## src/rtl/seq_divider_pkg.sv

```systemverilog
// seq_divider_pkg: shared state encoding and width constants for the multiplier/divider pair
package seq_divider_pkg;
  typedef enum logic [1:0] {IDLE, RUN, DONE} state_t;
  localparam int DEF_DW = 16;
  localparam int DEF_VW = 8;
  localparam int CNT_W = $clog2(DEF_DW);
  function automatic int cnt_w(input int dw);
    return $clog2(dw);
  endfunction
endpackage

```

## src/rtl/seq_divider_div_step.sv

```systemverilog
// seq_divider_div_step: one combinational restoring-division step
module seq_divider_div_step #(
  parameter int VW = 8
) (
  input  logic [VW:0]   i_rem,
  input  logic          i_msb,
  input  logic [VW-1:0] i_div,
  output logic [VW:0]   o_rem,
  output logic          o_qbit
);
  logic [VW:0] w_t;
  logic [VW:0] w_d;
  assign w_t = {i_rem[VW-1:0], i_msb};
  assign w_d = {1'b0, i_div};
  // The partial remainder never exceeds VW bits; its top bit only guards the compare.
  assign o_qbit = i_rem[VW] | (w_t >= w_d);
  assign o_rem = o_qbit ? w_t - w_d : w_t;
endmodule

```

## src/rtl/seq_divider.sv

```systemverilog
// seq_divider: sequential restoring divider, one quotient bit per clock,
// with a start/ready/done handshake and divide-by-zero shortcut.
module seq_divider
  import seq_divider_pkg::*;
#(
  parameter int DW = DEF_DW,
  parameter int VW = DEF_VW
) (
  input  logic          clk,
  input  logic          rst,
  input  logic          start,
  input  logic [DW-1:0] dividend,
  input  logic [VW-1:0] divisor,
  output logic          ready,
  output logic          busy,
  output logic          done,
  output logic [DW-1:0] quotient,
  output logic [VW-1:0] remainder,
  output logic          div_zero
);
  localparam int CW = cnt_w(DW);
  state_t        r_state;
  state_t        w_next;
  logic [CW-1:0] r_cnt;
  logic [VW:0]   r_rem;
  logic [DW-1:0] r_q;
  logic [VW-1:0] r_div;
  logic [VW:0]   w_rem;
  logic          w_qbit;
  logic          w_last;
  seq_divider_div_step #(.VW(VW)) u_step (
    .i_rem (r_rem),
    .i_msb (r_q[DW-1]),
    .i_div (r_div),
    .o_rem (w_rem),
    .o_qbit(w_qbit)
  );
  assign w_last = r_cnt == CW'(DW - 1);
  always_comb begin
    w_next = IDLE;
    w_next = r_state == IDLE ? (start ? (divisor == '0 ? DONE : RUN) : IDLE) :
             r_state == RUN  ? (w_last ? DONE : RUN) : IDLE;
  end
  // Handshake flags are registered from the next state so they carry no input-to-output path.
  always_ff @(posedge clk) begin
    if (rst) begin
      r_state   <= IDLE;
      r_cnt     <= '0;
      r_rem     <= '0;
      r_q       <= '0;
      r_div     <= '0;
      ready     <= 1'b1;
      busy      <= 1'b0;
      done      <= 1'b0;
      quotient  <= '0;
      remainder <= '0;
      div_zero  <= 1'b0;
    end else begin
      r_state <= w_next;
      ready   <= w_next == IDLE;
      busy    <= w_next == RUN;
      done    <= w_next == DONE;
      if (r_state == IDLE && start) begin
        if (divisor == '0) begin
          quotient  <= '1;
          remainder <= dividend[VW-1:0];
          div_zero  <= 1'b1;
        end else begin
          r_q      <= dividend;
          r_rem    <= '0;
          r_div    <= divisor;
          r_cnt    <= '0;
          div_zero <= 1'b0;
        end
      end
      if (r_state == RUN) begin
        r_rem <= w_rem;
        r_q   <= {r_q[DW-2:0], w_qbit};
        r_cnt <= r_cnt + 1'b1;
        if (w_last) begin
          quotient  <= {r_q[DW-2:0], w_qbit};
          remainder <= w_rem[VW-1:0];
        end
      end
    end
  end
endmodule

```

## config.mk

```make
export PLATFORM = sky130hd
export DESIGN_NAME = seq_divider
export DESIGN_NICKNAME = d
export VERILOG_FILES = /design/src/rtl/seq_divider_pkg.sv /design/src/rtl/seq_divider_div_step.sv /design/src/rtl/seq_divider.sv
export SDC_FILE = /design/constraint.sdc
export NUM_CORES = 1
export LEC_CHECK = 0
export ABC_CLOCK_PERIOD_IN_PS = 3760
export CAP_MARGIN = 40
export CORE_MARGIN = 4
export CORE_UTILIZATION = 50
export CTS_CLUSTER_SIZE = 12
export DETAILED_ROUTE_END_ITERATION = 12
export HOLD_SLACK_MARGIN = 0.08
export PLACE_DENSITY = 0.86
export SLEW_MARGIN = 5
export SYNTH_ARGS = -nofsm -noshare
export SYNTH_HDL_FRONTEND = slang
export SYNTH_HIERARCHICAL = 1
export SYNTH_SLANG_ARGS = --single-unit
```

## constraint.sdc

```tcl
create_clock -name clk -period 3.76 [get_ports clk]
set_input_delay 0.752 -clock clk [delete_from_list [all_inputs] [get_ports clk]]
set_output_delay 0.752 -clock clk [all_outputs]
set_load 0.005 [all_outputs]
```

Yosys cells after proc, flatten, opt, wreduce, memory -nomap -nowiden:

Cells that the tools add are included.

* div/mod/pow operators: 0
* shifts and indexed selects: 0
* multiplexer cells: 24
* reduce and logical (&&, ||, !) cells: 7
* equal/unequal tests: 5
* add/sub/neg operators: 2
* $lt $le $gt $ge: 1
* multipliers: 0
* bitwise gates (word level): 2

Operators by type and width (number)
* $mux W16: 7
* $mux W9: 4
* $mux W8: 4
* $mux W4: 3
* $mux W2: 5
* $ge A9 B8 Y1: 1
* $sub A9 B8 Y9: 1
* $logic_not A8 Y1: 1
* $add A4 B1 Y4 const B: 1
* $eq A2 B1 Y1 const B: 2
* $eq A4 B4 Y1 const B: 1
* $logic_not A2 Y1: 2
* $reduce_and A2 Y1: 2
* $eq A2 B2 Y1 const B: 1
* $ne A2 B1 Y1 const B: 1
* $reduce_bool A2 Y1: 1
* $logic_and A1 B1 Y1: 1
* $mux W1: 1
* $not A1 Y1: 1
* $or A1 B1 Y1: 1

* ROM bits: 0
* memories kept: 0
* latch bits: 0
* RAM bits: 0
* register bits after elaboration: 67
* logic and storage cells: 52

Logic depth before layout (Yosys ltp):

Gate-level depths: netlist of run 1.

* depth after elaboration: 5
* mapped depth: 11
* gate-level depth less buffers: 10

Hierarchy:

Netlist of run 1, hierarchy kept.

Modules (own cells, without submodules)
* seq_divider: area an instance 2695.1 µm², cells each 276, times used 1
* seq_divider_div_step: area an instance 535.5 µm², cells each 75, times used 1

Worst setup path before layout of run 1:

OpenSTA, ideal clock, no wires.

* path kind: reg-to-reg
* start point: reg r_div[6]
* end point: reg r_rem[3]
* period minus slack after synthesis: 2174 ps
* stages on the path, launching flop included: 11
* library setup time: 115 ps
* path buffers: 1
* required time: 3645 ps
* arrival time: 2058 ps
* slack: 1586 ps
* cells stage by stage: dfxtp_1 inv_1 ha_1 a21oi_1 nand2_1 o211ai_4 and2_4 buf_6 mux2_4 and3_1 a31o_1

* longest elaborated chain between the ends: 4

Ends and longest elaborated chain
* start, declared: line seq_divider.sv:27 `logic [VW-1:0] r_div;`
* start signal, assigned: line seq_divider.sv:71 `r_div <= divisor;`
* $ge A9 B8 Y1: line seq_divider_div_step.sv:16 `assign o_qbit = i_rem[VW] | (w_t >= w_d);`
* $or A1 B1 Y1: line seq_divider_div_step.sv:16
* $mux W9: line seq_divider_div_step.sv:17 `assign o_rem = o_qbit ? w_t - w_d : w_t;`
* net w_rem[3]: line seq_divider.sv:28 `logic [VW:0] w_rem;`
* $mux W9: line seq_divider.sv:76 `if (r_state == RUN) begin`
* end signal, assigned: line seq_divider.sv:77 `r_rem <= w_rem;`
* end, declared: line seq_divider.sv:25 `logic [VW:0] r_rem;`

The timed path passes the listed nets, and every way through them passes these cells.
A chain may end at the register's enable or synchronous reset.

Final worst setup path of run 1:

* start point: reg r_q[15]
* end point: reg remainder[6]

* longest elaborated chain between the ends: 5
* elaborated cells on any way between the ends: 6
* classes of those cells: add/sub (1); order compare (1); mux (3); bitwise (1)

Ends and longest elaborated chain
* start, declared: line seq_divider.sv:26 `logic [DW-1:0] r_q;`
* start signal, assigned: line seq_divider.sv:69 `r_q <= dividend;`
* start signal, assigned: line seq_divider.sv:78 `r_q <= {r_q[DW-2:0], w_qbit};`
* $ge A9 B8 Y1: line seq_divider_div_step.sv:16
* $or A1 B1 Y1: line seq_divider_div_step.sv:16
* $mux W9 *: line seq_divider_div_step.sv:17
* net w_rem[6]: line seq_divider.sv:28
* $mux W8 *: line seq_divider.sv:80 `if (w_last) begin`
* $mux W8 *: line seq_divider.sv:76
* end signal, assigned: line seq_divider.sv:66 `remainder <= dividend[VW-1:0];`
* end signal, assigned: line seq_divider.sv:82 `remainder <= w_rem[VW-1:0];`
* end, declared: line seq_divider.sv:18 `output logic [VW-1:0] remainder,`

The timed path passes the listed nets; every way through them passes the cells marked *.

==> results of run 1 <==
routing by layer:
layer,GRT usage,up-vias,share of wire
met4,0.0810,0,0.020
li1,-,1381,-
met3,0.0521,14,0.054
met5,0,-,0
met1,0.277,1379,0.44
met2,0.332,102,0.48
synth_stat cells, drive strengths merged, types with 2 or more instances:
cell     number
a2bb2oi       2
o311a        16
ha            9
o31ai         2
nor4          2
nand2        23
a31o          9
clkbuf       14
xor2          2
nand3         7
o211ai        2
o22ai        16
mux2i         8
inv          14
o221a        16
a21oi        19
o21ai         9
nand4         3
dfxtp        67
a211oi       11
and3          8
nor2         50
a21boi        2
nor3b         2
buf          15
xnor2         3
mux2          2
nor3          6
nand2b        4
cell families (layout without fill, tap and decap cells):
group                    count (synthesis)  count (layout)  synth area share
flip-flops                              67              67             0.415
multiplexers                            10              10            0.0341
adder cells (fa/ha/maj)                 10              10            0.0411
AND/OR/NAND/NOR                        109             109             0.165
XOR/XNOR                                 5               5            0.0136
AO/OA/AOI/OAI                          107             107             0.270
buffers and inverters                   43              92            0.0608
where the power goes:
group / total, mW / switching, mW / leakage, nW / internal (mW)
registers: 0.791 / 0.0360 / 0.547 / 0.755
clock network: 0.587 / 0.266 / 0.0991 / 0.321
logic: 0.544 / 0.302 / 0.994 / 0.242
total: 1.92 / 0.604 / 1.64 / 1.32
worst reg2reg max path, delay by kind of cell, from the launching register on:
family / cells / cell delay [ns]
AO/OA/AOI/OAI: 4 / 1.00
adder cells (fa/ha/maj): 2 / 0.63
buffers and inverters: 1 / 0.06
flip-flops: 1 / 0.37
AND/OR/NAND/NOR: 3 / 0.44
sequential cells by signal, summed over array words and instances (netlist names):
signal and count:
quotient 16, r_q 16, r_rem 9, r_div 8
remainder 8, r_cnt 4, r_state 2, busy 1
div_zero 1, done 1, ready 1
area by class of cell:
| cell class | count | area [sq um] |
|---|---|---|
| fill | 528 | 2330 |
| multi-input combinational | 241 | 1700 |
| sequential | 67 | 1340 |
| timing repair buffer | 62 | 601 |
| clock buffer | 11 | 141 |
| tap | 77 | 96.3 |
| clock inverter | 5 | 52.6 |
| inverter | 14 | 52.6 |
metrics by stage:
step / instances / utilization / hold WS (ns) / setup WS [ns] / power (mW)
detailed placement: 461 / 0.600 / 0.453 / 1.02 / 1.34
global placement: 461 / 0.600 / 0.446 / 1.08 / 1.32
CTS: 477 / 0.631 / 0.462 / 1.22 / 1.92
finish: 477 / 0.631 / 0.461 / 1.18 / 1.92
floorplan: 351 / - / 0.436 / 1.59 / 1.22
global route: 477 / 0.631 / 0.486 / 0.978 / 2.02
final timing paths:
check	depth (start not counted)	to	start	slack [ns]
max	10	remainder[6]	r_q[15]	1.18
max reg2reg	10	remainder[6]	r_q[15]	1.18
min	2	r_div[6]	r_div[6]	0.46
min reg2reg	2	r_div[6]	r_div[6]	0.46
==> key figures, run 1 <==
Synthesis
  • Ranking of synthesized cells by area: sky130_fd_sc_hd__dfxtp_1 (42%), sky130_fd_sc_hd__nor2_1 (5.7%), sky130_fd_sc_hd__o221a_2 (5.6%)
  • Yosys warning total: 6
  • Post-synthesis average cell area: 9.20 sq um
  • Synth top area share: 0.415
  • Cell count after synthesis: 351
  • Post-Syn Area: 3230 sq um
  • Syn_nets: 388
  • EDFF count, synth: 0
  • Number of synthesized register bits: 67
  • Fraction of the yosys area taken by sequential cells: 0.415
  • Top FF cell, synth: sky130_fd_sc_hd__dfxtp_1
  • Number of distinct library cell variants in the gate-level netlist after synthesis: 48
  • Biggest area consumer among synthesized cells: sky130_fd_sc_hd__dfxtp_1
  • Fraction of synthesis flops using an asynchronous set or reset pin: 0

Critical path
  • Cell class contributing the biggest share of worst-path delay: compound AO/OA/AOI/OAI gates
  • Most prevalent standard cell on the critical path: sky130_fd_sc_hd__a211oi_1
  • Cell type of the slowest stage on the worst timing path: sky130_fd_sc_hd__fa_1
  • CP max FO: 3
  • Required time of the worst setup path: 4.02 ns
  • Critical path endpoint category: flip-flop
  • Startpoint type of the worst setup path: flip-flop
  • Type of the worst setup path: reg -> reg
  • Critical-path cell list: inv_1, ha_1, fa_1, nand2b_1, a211oi_1, o21ai_0, nor3b_1, o31ai_1, nor2_1, a211oi_1
  • Arrival @ worst endpoint: 2.84 ns
  • Combined buffer and inverter count along the critical path: 1
  • Slowest stage delay, CP: 0.41 ns

STA
  • Accumulated negative setup slack: 0 ns
  • Post-layout minimum cycle time: 2.58 ns
  • Hold Fails Final Rpt: 0
  • RSZ-0062 raised after global routing: false
  • Finish-stage setup viols: 0
  • Final Max Slew Viols: 0
  • Normalized max-slew margin: 0.471
  • Highest attainable clock frequency: 387 MHz
  • Worst clock skew: 0.00815 ns
  • Measured slew at the worst slew-check pin: 0.792 ns
  • Tcrit/Tclk final: 0.687

Final layout
  • Post-route cell area: 3990 sq um
  • Share of cells above drive strength 1: 0.135
  • Most common cell after layout, fill and taps aside: sky130_fd_sc_hd__dfxtp_1
  • Number of nets in the final layout: 432
  • Top library cells by usage in the layout, fill and taps aside: sky130_fd_sc_hd__dfxtp_1 (67), sky130_fd_sc_hd__clkdlybuf4s50_1 (54), sky130_fd_sc_hd__nor2_1 (49)
  • Ant. Diodes: 0
  • Area overhead of the layout relative to synthesis: 23.4%

CTS
  • CTS root buffer: sky130_fd_sc_hd__clkbuf_8
  • H-tree level count: 3
  • Cts hold-fix bufs: 0
  • Longest Clk Path Bufs: 2
  • CTS clk-pin slew, worst paths: 0.07 ns
  • Clock latency at the later pin of the worst-skew pair: 0.34 ns
  • CTS tree: yes
  • CTS resizes: 0
  • Post-CTS setup-driven buffer insertion count: 0
  • Total clock sinks: 67
  • Number of buffers created by CTS: 9

Placement
  • DPL Wire Length: 5.41 mm
  • Standard cell area after detailed placement: 3790 sq um
  • Placer's final routability congestion estimate: 0.908
  • Number of port buffers: 54

Routing
  • Number of vias in the routed layout: 2,876
  • WL final: 7.75 mm
  • Ratio of routed vias to standard cells: 6.03
  • DRT iter0 DRCs: 193
  • DRC viols: 0
  • Initial DRT Pass Iterations: 5
  • Routed wire length per instance: 16.3 microns
  • Remaining antenna violation count after routing: 0

Floorplan
  • Die boundary height: 88.4 microns
  • Placeable core region: 6310 sq um
  • I/O Pins: 55
  • Row count: 29
  • Die area: 7810 sq um
  • Initial Util: 0.512
  • Die outline width: 88.4 microns

Flow run
  • Max-cap violations: 0

Power
  • Leakage power: 1.64 nW
  • Power Dens Cells: 482 nW/um^2
  • Largest vdd supply drop: 0.273 mV

GRT
  • Largest net degree at the start of global routing: 39
  • Number of antenna violations at the first check in global routing: 0
  • Number of global-route vias before repair: 2,713
  • First-pass GRT wire length: 13.0 mm
  • GRT overflow: 0
  • Global-route usage over all layers: 0.210

Status
  • Status: complete, no violations

Hold path
  • Type of the tightest min-delay check: reg -> reg
No activity file was read; power rests on OpenSTA's default activity.
==> run 2, diff against run 1 <==
- ABC_CLOCK_PERIOD_IN_PS: 3760 -> 2400
- clock period: 3.76 -> 2.4 ns (I/O delays scaled with it)
==> key figures, run 2 (synthesized netlist as in run 1, its figures left out) <==
Status
  • Status: complete, no violations

Placement
  • Number of port buffers: 54 (unchanged)
  • Setup slack after placement: -0.0535 ns (-1.07 ns)
  • Placer's final routability congestion estimate: 0.911 (+0.30%)
  • DPL Wire Length: 5.87 mm (+8.5%)
  • Standard cell area after detailed placement: 3880 sq um (+2.2%)

STA
  • Tcrit/Tclk final: 0.955 (+0.268)
  • Accumulated negative setup slack: 0 ns (unchanged)
  • Worst clock skew: 0.00615 ns (-0.00199 ns)
  • Hold Fails Final Rpt: 0 (unchanged)
  • Final Max Slew Viols: 0 (unchanged)
  • Normalized max-slew margin: 0.575 (+0.104)
  • Highest attainable clock frequency: 436 MHz (+13%)
  • Finish-stage setup viols: 0 (unchanged)
  • Measured slew at the worst slew-check pin: 0.637 ns (-0.155 ns)
  • Least setup slack across all paths after layout: 0.107 ns (-1.07 ns)
  • Post-layout minimum cycle time: 2.29 ns (-0.291 ns)

Floorplan
  • Placeable core region: 6310 sq um (unchanged)
  • I/O Pins: 55 (unchanged)
  • Initial Util: 0.512 (unchanged)
  • Die boundary height: 88.4 microns (unchanged)
  • Die outline width: 88.4 microns (unchanged)
  • Row count: 29 (unchanged)
  • Die area: 7810 sq um (unchanged)

Power
  • Total power after layout: 3.25 mW (+69%)
  • Leakage power: 1.70 nW (+4.0%)
  • Power Dens Cells: 786 nW/um^2 (+63%)
  • Largest vdd supply drop: 0.494 mV (+81%)

Final layout
  • Top library cells by usage in the layout, fill and taps aside: sky130_fd_sc_hd__dfxtp_1 (66), sky130_fd_sc_hd__clkdlybuf4s50_1 (54), sky130_fd_sc_hd__nor2_1 (49)
  • Area overhead of the layout relative to synthesis: 28.0%
  • Most common cell after layout, fill and taps aside: sky130_fd_sc_hd__dfxtp_1
  • Ant. Diodes: 0 (unchanged)
  • Largest registers ranked by flip-flop count: quotient: 16 flops, r_q: 16 flops, r_rem: 9 flops
  • Number of nets in the final layout: 440 (+1.9%)
  • Post-route cell area: 4140 sq um (+3.8%)
  • Share of cells above drive strength 1: 0.169 (+0.0341)

Routing
  • WL final: 8.39 mm (+8.1%)
  • DRT iter0 DRCs: 246 (+27%)
  • Number of vias in the routed layout: 2,960 (+2.9%)
  • Ratio of routed vias to standard cells: 6.10 (+1.2%)
  • Initial DRT Pass Iterations: 5 (unchanged)
  • Routed wire length per instance: 17.3 microns (+6.4%)
  • Remaining antenna violation count after routing: 0 (unchanged)
  • DRC viols: 0 (unchanged)

CTS
  • Total clock sinks: 67 (unchanged)
  • CTS tree: yes
  • Cts hold-fix bufs: 0 (unchanged)
  • H-tree level count: 3 (unchanged)
  • CTS clk-pin slew, worst paths: 0.07 ns (about the same)
  • Number of buffers created by CTS: 9 (unchanged)
  • Clock latency at the later pin of the worst-skew pair: 0.35 ns (about the same)
  • Post-CTS setup-driven buffer insertion count: 0 (unchanged)
  • Longest Clk Path Bufs: 2 (unchanged)
  • CTS root buffer: sky130_fd_sc_hd__clkbuf_8

GRT
  • GRT overflow: 0 (unchanged)
  • First-pass GRT wire length: 13.8 mm (+6.3%)
  • Number of global-route vias before repair: 2,878 (+6.1%)
  • Largest net degree at the start of global routing: 38 (-2.6%)
  • Number of antenna violations at the first check in global routing: 0 (unchanged)
  • Global-route usage over all layers: 0.227 (+0.0174)

Critical path
  • CP max FO: 9 (+6)
  • Startpoint type of the worst setup path: flip-flop
  • Critical path endpoint category: flip-flop
  • Type of the worst setup path: reg -> reg
  • Arrival @ worst endpoint: 2.53 ns (-0.31 ns)
  • Required time of the worst setup path: 2.64 ns (-1.38 ns)

Flow run
  • Max-cap violations: 0 (unchanged)

Hold path
  • Type of the tightest min-delay check: reg -> reg
[run 2: final timing paths]
path	start	cells after the start	to	slack [ns]
max	r_div[2]	9	r_rem[3]	0.11
min	r_div[6]	2	r_div[6]	0.46
max reg2reg	r_div[2]	9	r_rem[3]	0.11
min reg2reg	r_div[6]	2	r_div[6]	0.46
[run 2: final cells by class]
cell class | count | area, sq um
Timing Repair Buffer | 70 | 686
Clock inverter | 6 | 88.8
Sequential cell | 67 | 1340
Clock buffer | 10 | 138
Fill cell | 518 | 2180
Tap cell | 77 | 96.3
Inverter | 14 | 52.6
Multi-Input combinational cell | 241 | 1730
[run 2: where the power goes]
group | switching (mW) | internal, mW | leakage [nW]
combinational | 0.515 | 0.435 | 1.05
clock | 0.448 | 0.613 | 0.108
sequential | 0.0583 | 1.18 | 0.547
[run 2: metal layers]
layer,vias up,track usage,part of all wire
met5,-,0,0
met4,0,0.103,0.021
li1,1395,-,-
met3,19,0.0512,0.047
met2,98,0.389,0.51
met1,1448,0.272,0.42
[run 2: critical path, cell delays in order (launching register included)]
cell	delay [ns]
sky130_fd_sc_hd__dfxtp_1	0.34
sky130_fd_sc_hd__inv_1	0.06
sky130_fd_sc_hd__ha_1	0.38
sky130_fd_sc_hd__o211ai_2	0.24
sky130_fd_sc_hd__a21oi_4	0.06
sky130_fd_sc_hd__o211ai_4	0.19
sky130_fd_sc_hd__and2_4	0.25
sky130_fd_sc_hd__mux2_4	0.33
sky130_fd_sc_hd__and3_1	0.15
sky130_fd_sc_hd__a31o_1	0.18
[run 2: what timing repair did]
item / 4_1_cts / 5_1_grt
endpoints found under the setup margin: 2 / 5
hold endpoints to repair: 0 / 0
gates resized for setup: 3 / 5
pin swaps: 2 / 4
[run 2: stage by stage]
step	utilization	hold WS (ns)	std cells
after floorplan	-	0.436	351
after global placement	0.614	0.446	469
after detailed placement	0.614	0.455	469
after CTS	0.652	0.467	485
after global routing	0.655	0.499	485
final	0.655	0.461	485
==> run 3, diff against run 2 <==
- ABC_CLOCK_PERIOD_IN_PS: 2400 -> 2020
- CORE_UTILIZATION: 50 -> 48
- clock period: 2.4 -> 2.02 ns (I/O delays scaled with it)
==> key figures, run 3 (synthesized netlist as in run 1, its figures left out) <==
Hold path
  • Type of the tightest min-delay check: reg -> reg

Critical path
  • CP max FO: 2 (-7)
  • Type of the worst setup path: reg -> reg
  • Startpoint type of the worst setup path: flip-flop
  • Most prevalent standard cell on the critical path: sky130_fd_sc_hd__nor2_1
  • Slowest stage delay, CP: 0.34 ns (-0.04 ns)
  • Arrival @ worst endpoint: 2.33 ns (-0.20 ns)
  • Cell type of the slowest stage on the worst timing path: sky130_fd_sc_hd__dfxtp_2
  • Critical-path cell list: inv_2, ha_4, fa_2, nand2b_4, buf_4, a211oi_2, nor3_1, xnor2_1, nor2_1, a2bb2oi_1, nor2_1
  • Required time of the worst setup path: 2.25 ns (-0.39 ns)
  • Critical path endpoint category: flip-flop

Placement
  • Placer's final routability congestion estimate: 0.900 (-1.2%)
  • DPL Wire Length: 5.53 mm (-5.8%)
  • Number of port buffers: 54 (unchanged)
  • Setup slack after placement: -0.159 ns (-0.105 ns)
  • Standard cell area after detailed placement: 4080 sq um (+5.3%)

STA
  • Worst clock skew: 0.00793 ns (+0.00178 ns)
  • Highest attainable clock frequency: 476 MHz (+9.2%)
  • Measured slew at the worst slew-check pin: 0.439 ns (-0.197 ns)
  • Finish-stage setup viols: 6 (+6)
  • RSZ-0062 raised after global routing: true
  • Final Max Slew Viols: 0 (unchanged)
  • Least setup slack across all paths after layout: -0.0793 ns (-0.187 ns)
  • Normalized max-slew margin: 0.706 (+0.131)
  • Hold Fails Final Rpt: 0 (unchanged)
  • Worst hold slack after final layout: 0.466 ns (+0.00438 ns)
  • Tcrit/Tclk final: 1.04 (+0.0841)
  • Post-layout minimum cycle time: 2.10 ns (-0.193 ns)

Routing
  • Initial DRT Pass Iterations: 4 (-1)
  • DRC viols: 0 (unchanged)
  • Ratio of routed vias to standard cells: 5.93 (-2.8%)
  • Routed wire length per instance: 17.7 microns (+2.4%)
  • Remaining antenna violation count after routing: 0 (unchanged)
  • Number of vias in the routed layout: 3,026 (+2.2%)
  • DRT iter0 DRCs: 171 (-30%)
  • WL final: 9.03 mm (+7.7%)

Floorplan
  • Die outline width: 90.0 microns (+1.9%)
  • Die area: 8110 sq um (+3.8%)
  • Row count: 29 (unchanged)
  • Die boundary height: 90.0 microns (+1.9%)
  • Placeable core region: 6460 sq um (+2.3%)
  • Initial Util: 0.500 (-0.0115)
  • I/O Pins: 55 (unchanged)

Final layout
  • Largest registers ranked by flip-flop count: quotient: 16 flops, r_q: 16 flops, r_rem: 9 flops
  • Ant. Diodes: 0 (unchanged)
  • Top library cells by usage in the layout, fill and taps aside: sky130_fd_sc_hd__dfxtp_1 (57), sky130_fd_sc_hd__clkdlybuf4s50_1 (54), sky130_fd_sc_hd__nor2_1 (49)
  • Share of cells above drive strength 1: 0.291 (+0.122)
  • Most common cell after layout, fill and taps aside: sky130_fd_sc_hd__dfxtp_1
  • Number of nets in the final layout: 465 (+5.7%)
  • Area overhead of the layout relative to synthesis: 39.8%
  • Core Util, Final: 0.699 (+0.0444)
  • Post-route cell area: 4520 sq um (+9.2%)

CTS
  • CTS tree: yes
  • Longest Clk Path Bufs: 2 (unchanged)
  • CTS clk-pin slew, worst paths: 0.07 ns (about the same)
  • Number of buffers created by CTS: 9 (unchanged)
  • Clock latency at the later pin of the worst-skew pair: 0.35 ns (about the same)
  • Total clock sinks: 67 (unchanged)
  • CTS root buffer: sky130_fd_sc_hd__clkbuf_8
  • H-tree level count: 3 (unchanged)

Power
  • Psw: 1.34 mW (+31%)
  • Largest vdd supply drop: 0.557 mV (+13%)
  • Power Dens Cells: 933 nW/um^2 (+19%)
  • Leakage power: 1.85 nW (+8.7%)
  • Sequential power share: 0.353 (-0.028)
  • Part of the total power dissipated in combinational logic: 0.359 (+0.067)
  • Sw Ratio: 0.317 (+0.00316)
  • Clk pwr share: 0.288 (-0.038)
  • Internal power: 2.88 mW (+29%)

Status
  • Status: complete, but fails checks
  • Violated checks: setup timing

GRT
  • GRT overflow: 0 (unchanged)
  • Number of antenna violations at the first check in global routing: 0 (unchanged)
  • First-pass GRT wire length: 14.2 mm (+2.8%)
  • Largest net degree at the start of global routing: 64 (+68%)
  • Global-route usage over all layers: 0.213 (-0.0146)
  • Number of global-route vias before repair: 3,011 (+4.6%)

Flow run
  • Max-cap violations: 0 (unchanged)
-- run 3: changes by cell type in the layout (fill, tap and decap cells not counted), sizes merged --
| cell | delta |
|---|---|
| clkbuf | -1 |
| buf | +25 |
| clkinvlp | -2 |
| clkinv | +3 |
-- run 3: cell type report --
class                      count  area, sq um
clock buffer                   9          124
tap                           77         96.3
inverter                      14         52.6
fill                         475         1940
sequential                    67         1360
multi-input combinational    241         1890
timing repair buffer          95          902
clock inverter                 7         92.6
-- run 3: final timing paths --
path,from,end,slack [ns],cells after the start
max,r_q[15],r_rem[8],-0.08,11
min,r_div[3],r_div[3],0.47,2
max reg2reg,r_q[15],r_rem[8],-0.08,11
min reg2reg,r_div[3],r_div[3],0.47,2
-- run 3: critical path, delay by kind of cell (launching register included) --
family / cells / cell delay (ns)
simple gates: 4 / 0.38
compound gates: 2 / 0.36
flops: 1 / 0.34
xor+xnor: 1 / 0.21
fa+ha+maj: 2 / 0.49
buf+inv: 2 / 0.19
-- run 3: timing repair --
item | CTS | global route
hold buffers | 0 | 0
resized for setup | 13 | 23
pin swaps | 10 | 20
endpoints found under the setup margin | 7 | 18
buffers inserted | 4 | 6
-- run 3: through the flow --
step	total power, mW	setup TNS [ns]	std cells
after global routing	4.43	-0.754	510
after detailed placement	2.69	-0.856	484
final	4.21	-0.344	510
after global placement	2.65	-0.161	484
after floorplan	2.32	-0.0825	351
after CTS	4.02	-0.296	504
-- run 3: per-layer routing --
metal  vias to the layer above  part of all wire  GRT usage
li1                       1445                 -          -
met1                      1449              0.41      0.260
met2                       102              0.50      0.351
met3                        30             0.054     0.0559
met4                         0             0.033     0.0957
met5                         -                 0          0
-- run 3: power groups by stage --
stage	clock, mW	sequential [mW]	combinational [mW]
after floorplan	0	1.49	0.831
after global placement	0	1.50	1.15
after detailed placement	0	1.50	1.18
after CTS	1.24	1.48	1.30
after global routing	1.32	1.50	1.61
final	1.21	1.49	1.51
==> edit: new RTL, config.mk and constraints of run 2 <==
Encoding of `state_t`: now one-hot (3 bits for 3 states).
--- a/src/rtl/seq_divider_pkg.sv
+++ b/src/rtl/seq_divider_pkg.sv
@@ -1,6 +1,6 @@
 // seq_divider_pkg: shared state encoding and width constants for the multiplier/divider pair
 package seq_divider_pkg;
-  typedef enum logic [1:0] {IDLE, RUN, DONE} state_t;
+  typedef enum logic [2:0] {IDLE = 3'b001, RUN = 3'b010, DONE = 3'b100} state_t;
   localparam int DEF_DW = 16;
   localparam int DEF_VW = 8;
   localparam int CNT_W = $clog2(DEF_DW);
Formal check against the unedited RTL: no difference found for any inputs over 10 cycles, from zero or initial values and one cycle with rst high; not proved beyond that.
==> edit against run 2 <==
Wire length grew 1.1%; combinational power decreased by 43%; worst setup slack lost 120 ps; hold slack improved by 4.3 ps; sequential cell count rose by 1; cell count increased by 12%; total power fell by 16%; synthesized area grew 3.6%; via count is 2.8% higher; final area up 3.6%; synthesized cell count up 14%; the flow now finishes with violations (negative setup slack).
==> edit: results (changes against run 2) <==
[outcome]
status=finished, violations left
violations=negative setup slack

[clocking]
h-tree-depth=3  ; unchanged
cts-root-buf=clkbuf_8
cts_buffer_depth=2  ; unchanged
cts_hold_buf=0  ; unchanged
clk_pin_slew_ps=70  ; about the same
cts_made_buffers=9  ; unchanged
insertion_delay_ps=340

[routing]
dr_total_vias=3044  ; +2.8%
drtIter0Drc=211  ; -14%
first_pass_iters=4  ; -1
post_drt_wl_per_cell_um=15.7  ; -9.3%
viasPerCell=5.63  ; -7.8%

[placed_design]
pre_cts_slack_ps=-35.5  ; +18.0 ps
post-dp-hpwl_mm=5.77  ; -1.7%
gp_congestion=0.931  ; +2.2%
dp.cells=524  ; +12%
port_buffers=54  ; unchanged

[global_route]
grt.total_usage_pct=21.5  ; -1.3 points
grt_pass1_vias=2959  ; +2.8%
antenna_found_initial=0  ; unchanged
grt_max_degree=50  ; +32%
grt_pass1_wl_mm=14.3  ; +4.1%

[synth]
synthTopCellsByCount=68 x dfxtp_1, 48 x nor2_1, 39 x nor3_1
synthTopCellsByArea=dfxtp_1 41%, nor3_1 5.8%, a21oi_1 5.5%, nor2_1 5.4%, mux2i_1 4.8%
async_reset_ff_share_pct=0  ; unchanged
synth_cell_types=47  ; -2.1%
synth_nets=437  ; +13%
postSynthAreaPerCell_um2=8.37  ; -9.1%
ys_warn_count=6  ; unchanged
ys_seq_area_share_pct=40.7  ; -0.85 points

[pwr]
leakagePower_nw=1.74  ; +2.3%
ir_worst_vdd_mv=0.421  ; -15%

[final_layout]
drive_gt1_share_pct=12.3  ; -4.6 points
reg_top3=quotient (16), r_q (16), r_rem (9)
layout.nets=496  ; +13%
antenna_cells=0  ; unchanged

[sta]
worst_slew_pin_slew_ps=595  ; -41.9 ps
fin_skew_ps=10.9  ; +4.78 ps
final.setup.worst_slack_ps=-8.05  ; -116 ps
setup_tns_ps=-8.05  ; -8.05 ps
setup_viol=1  ; +1

[min_path]
hold_path.class=reg -> reg

[setup_path]
cp_max_fo=2  ; -7
worst_ep_arrival_time_ps=2660  ; +130 ps

edit: what timing repair did:
item	4_1_cts	5_1_grt
gates resized for setup	1	8
pin swaps	1	3
cloned	0	0
setup endpoints to repair	1	2
buffers inserted	0	1
edit: worst paths after layout:
kind	from	cells past startpoint	slack, ps	end
max	r_q[15]$_SDFFE_PP0P_	11	-8	remainder[6]$_SDFF_PP0_
min	r_div[5]$_SDFFE_PP0P_	2	470	r_div[5]$_SDFFE_PP0P_
max reg2reg	r_q[15]$_SDFFE_PP0P_	11	-8	remainder[6]$_SDFF_PP0_
min reg2reg	r_div[5]$_SDFFE_PP0P_	2	470	r_div[5]$_SDFFE_PP0P_
edit: cell families (layout without fill, tap and decap cells):
| family | Yosys count | count (layout) | synth area share, % |
|---|---|---|---|
| xor gates and xnor gates | 5 | 5 | 1.31 |
| muxes | 18 | 18 | 5.68 |
| buffers and inverters | 39 | 103 | 5.23 |
| DFF | 68 | 68 | 40.7 |
| adders and majority gates | 10 | 10 | 3.96 |
| AOI/OAI and AO/OA | 94 | 94 | 18.0 |
| and+or+nand+nor | 166 | 166 | 25.1 |
edit: routing by layer:
metal	vias up	share of wire (%)	track usage [%]
li1	1520	-	-
met1	1422	47	29.0
met2	86	46	34.3
met3	16	5.0	4.42
met4	0	2.0	7.28
met5	-	0	0
edit: cell type report:
cell class              count  area (µm²)
clock buffers              11         151
clock inverters             5        58.8
fillers                   517        2140
inverters                  13        48.8
multi-input cells         293        1840
flip-flops and latches     68        1360
well taps                  77        96.3
repair buffers             74         723
edit: metrics by stage:
stage / hold slack (ps) / util, % / instance area (µm²)
finish: 466 / 66.7 / 4290
global route: 490 / 66.7 / 4290
CTS: 469 / 66.1 / 4250
detailed placement: 455 / 62.8 / 4030
global placement: 447 / 62.8 / 4030
floorplan: 436 / - / 3350
edit: worst max-delay path, cell delays in order, from the launching register on:
cell	delay, ps
dfxtp_2	330
inv_1	40
ha_2	180
fa_2	340
nand2b_4	160
a211oi_4	270
o21ai_2	80
nor3b_1	150
o31ai_1	290
buf_4	170
nor2_1	60
a211oi_2	250
edit: power by group:
group	internal, mW	switching, mW	total, mW
Combinational	0.264	0.274	0.539
Sequential	1.17	0.0332	1.21
Clock	0.538	0.453	0.991
Total	1.98	0.760	2.74
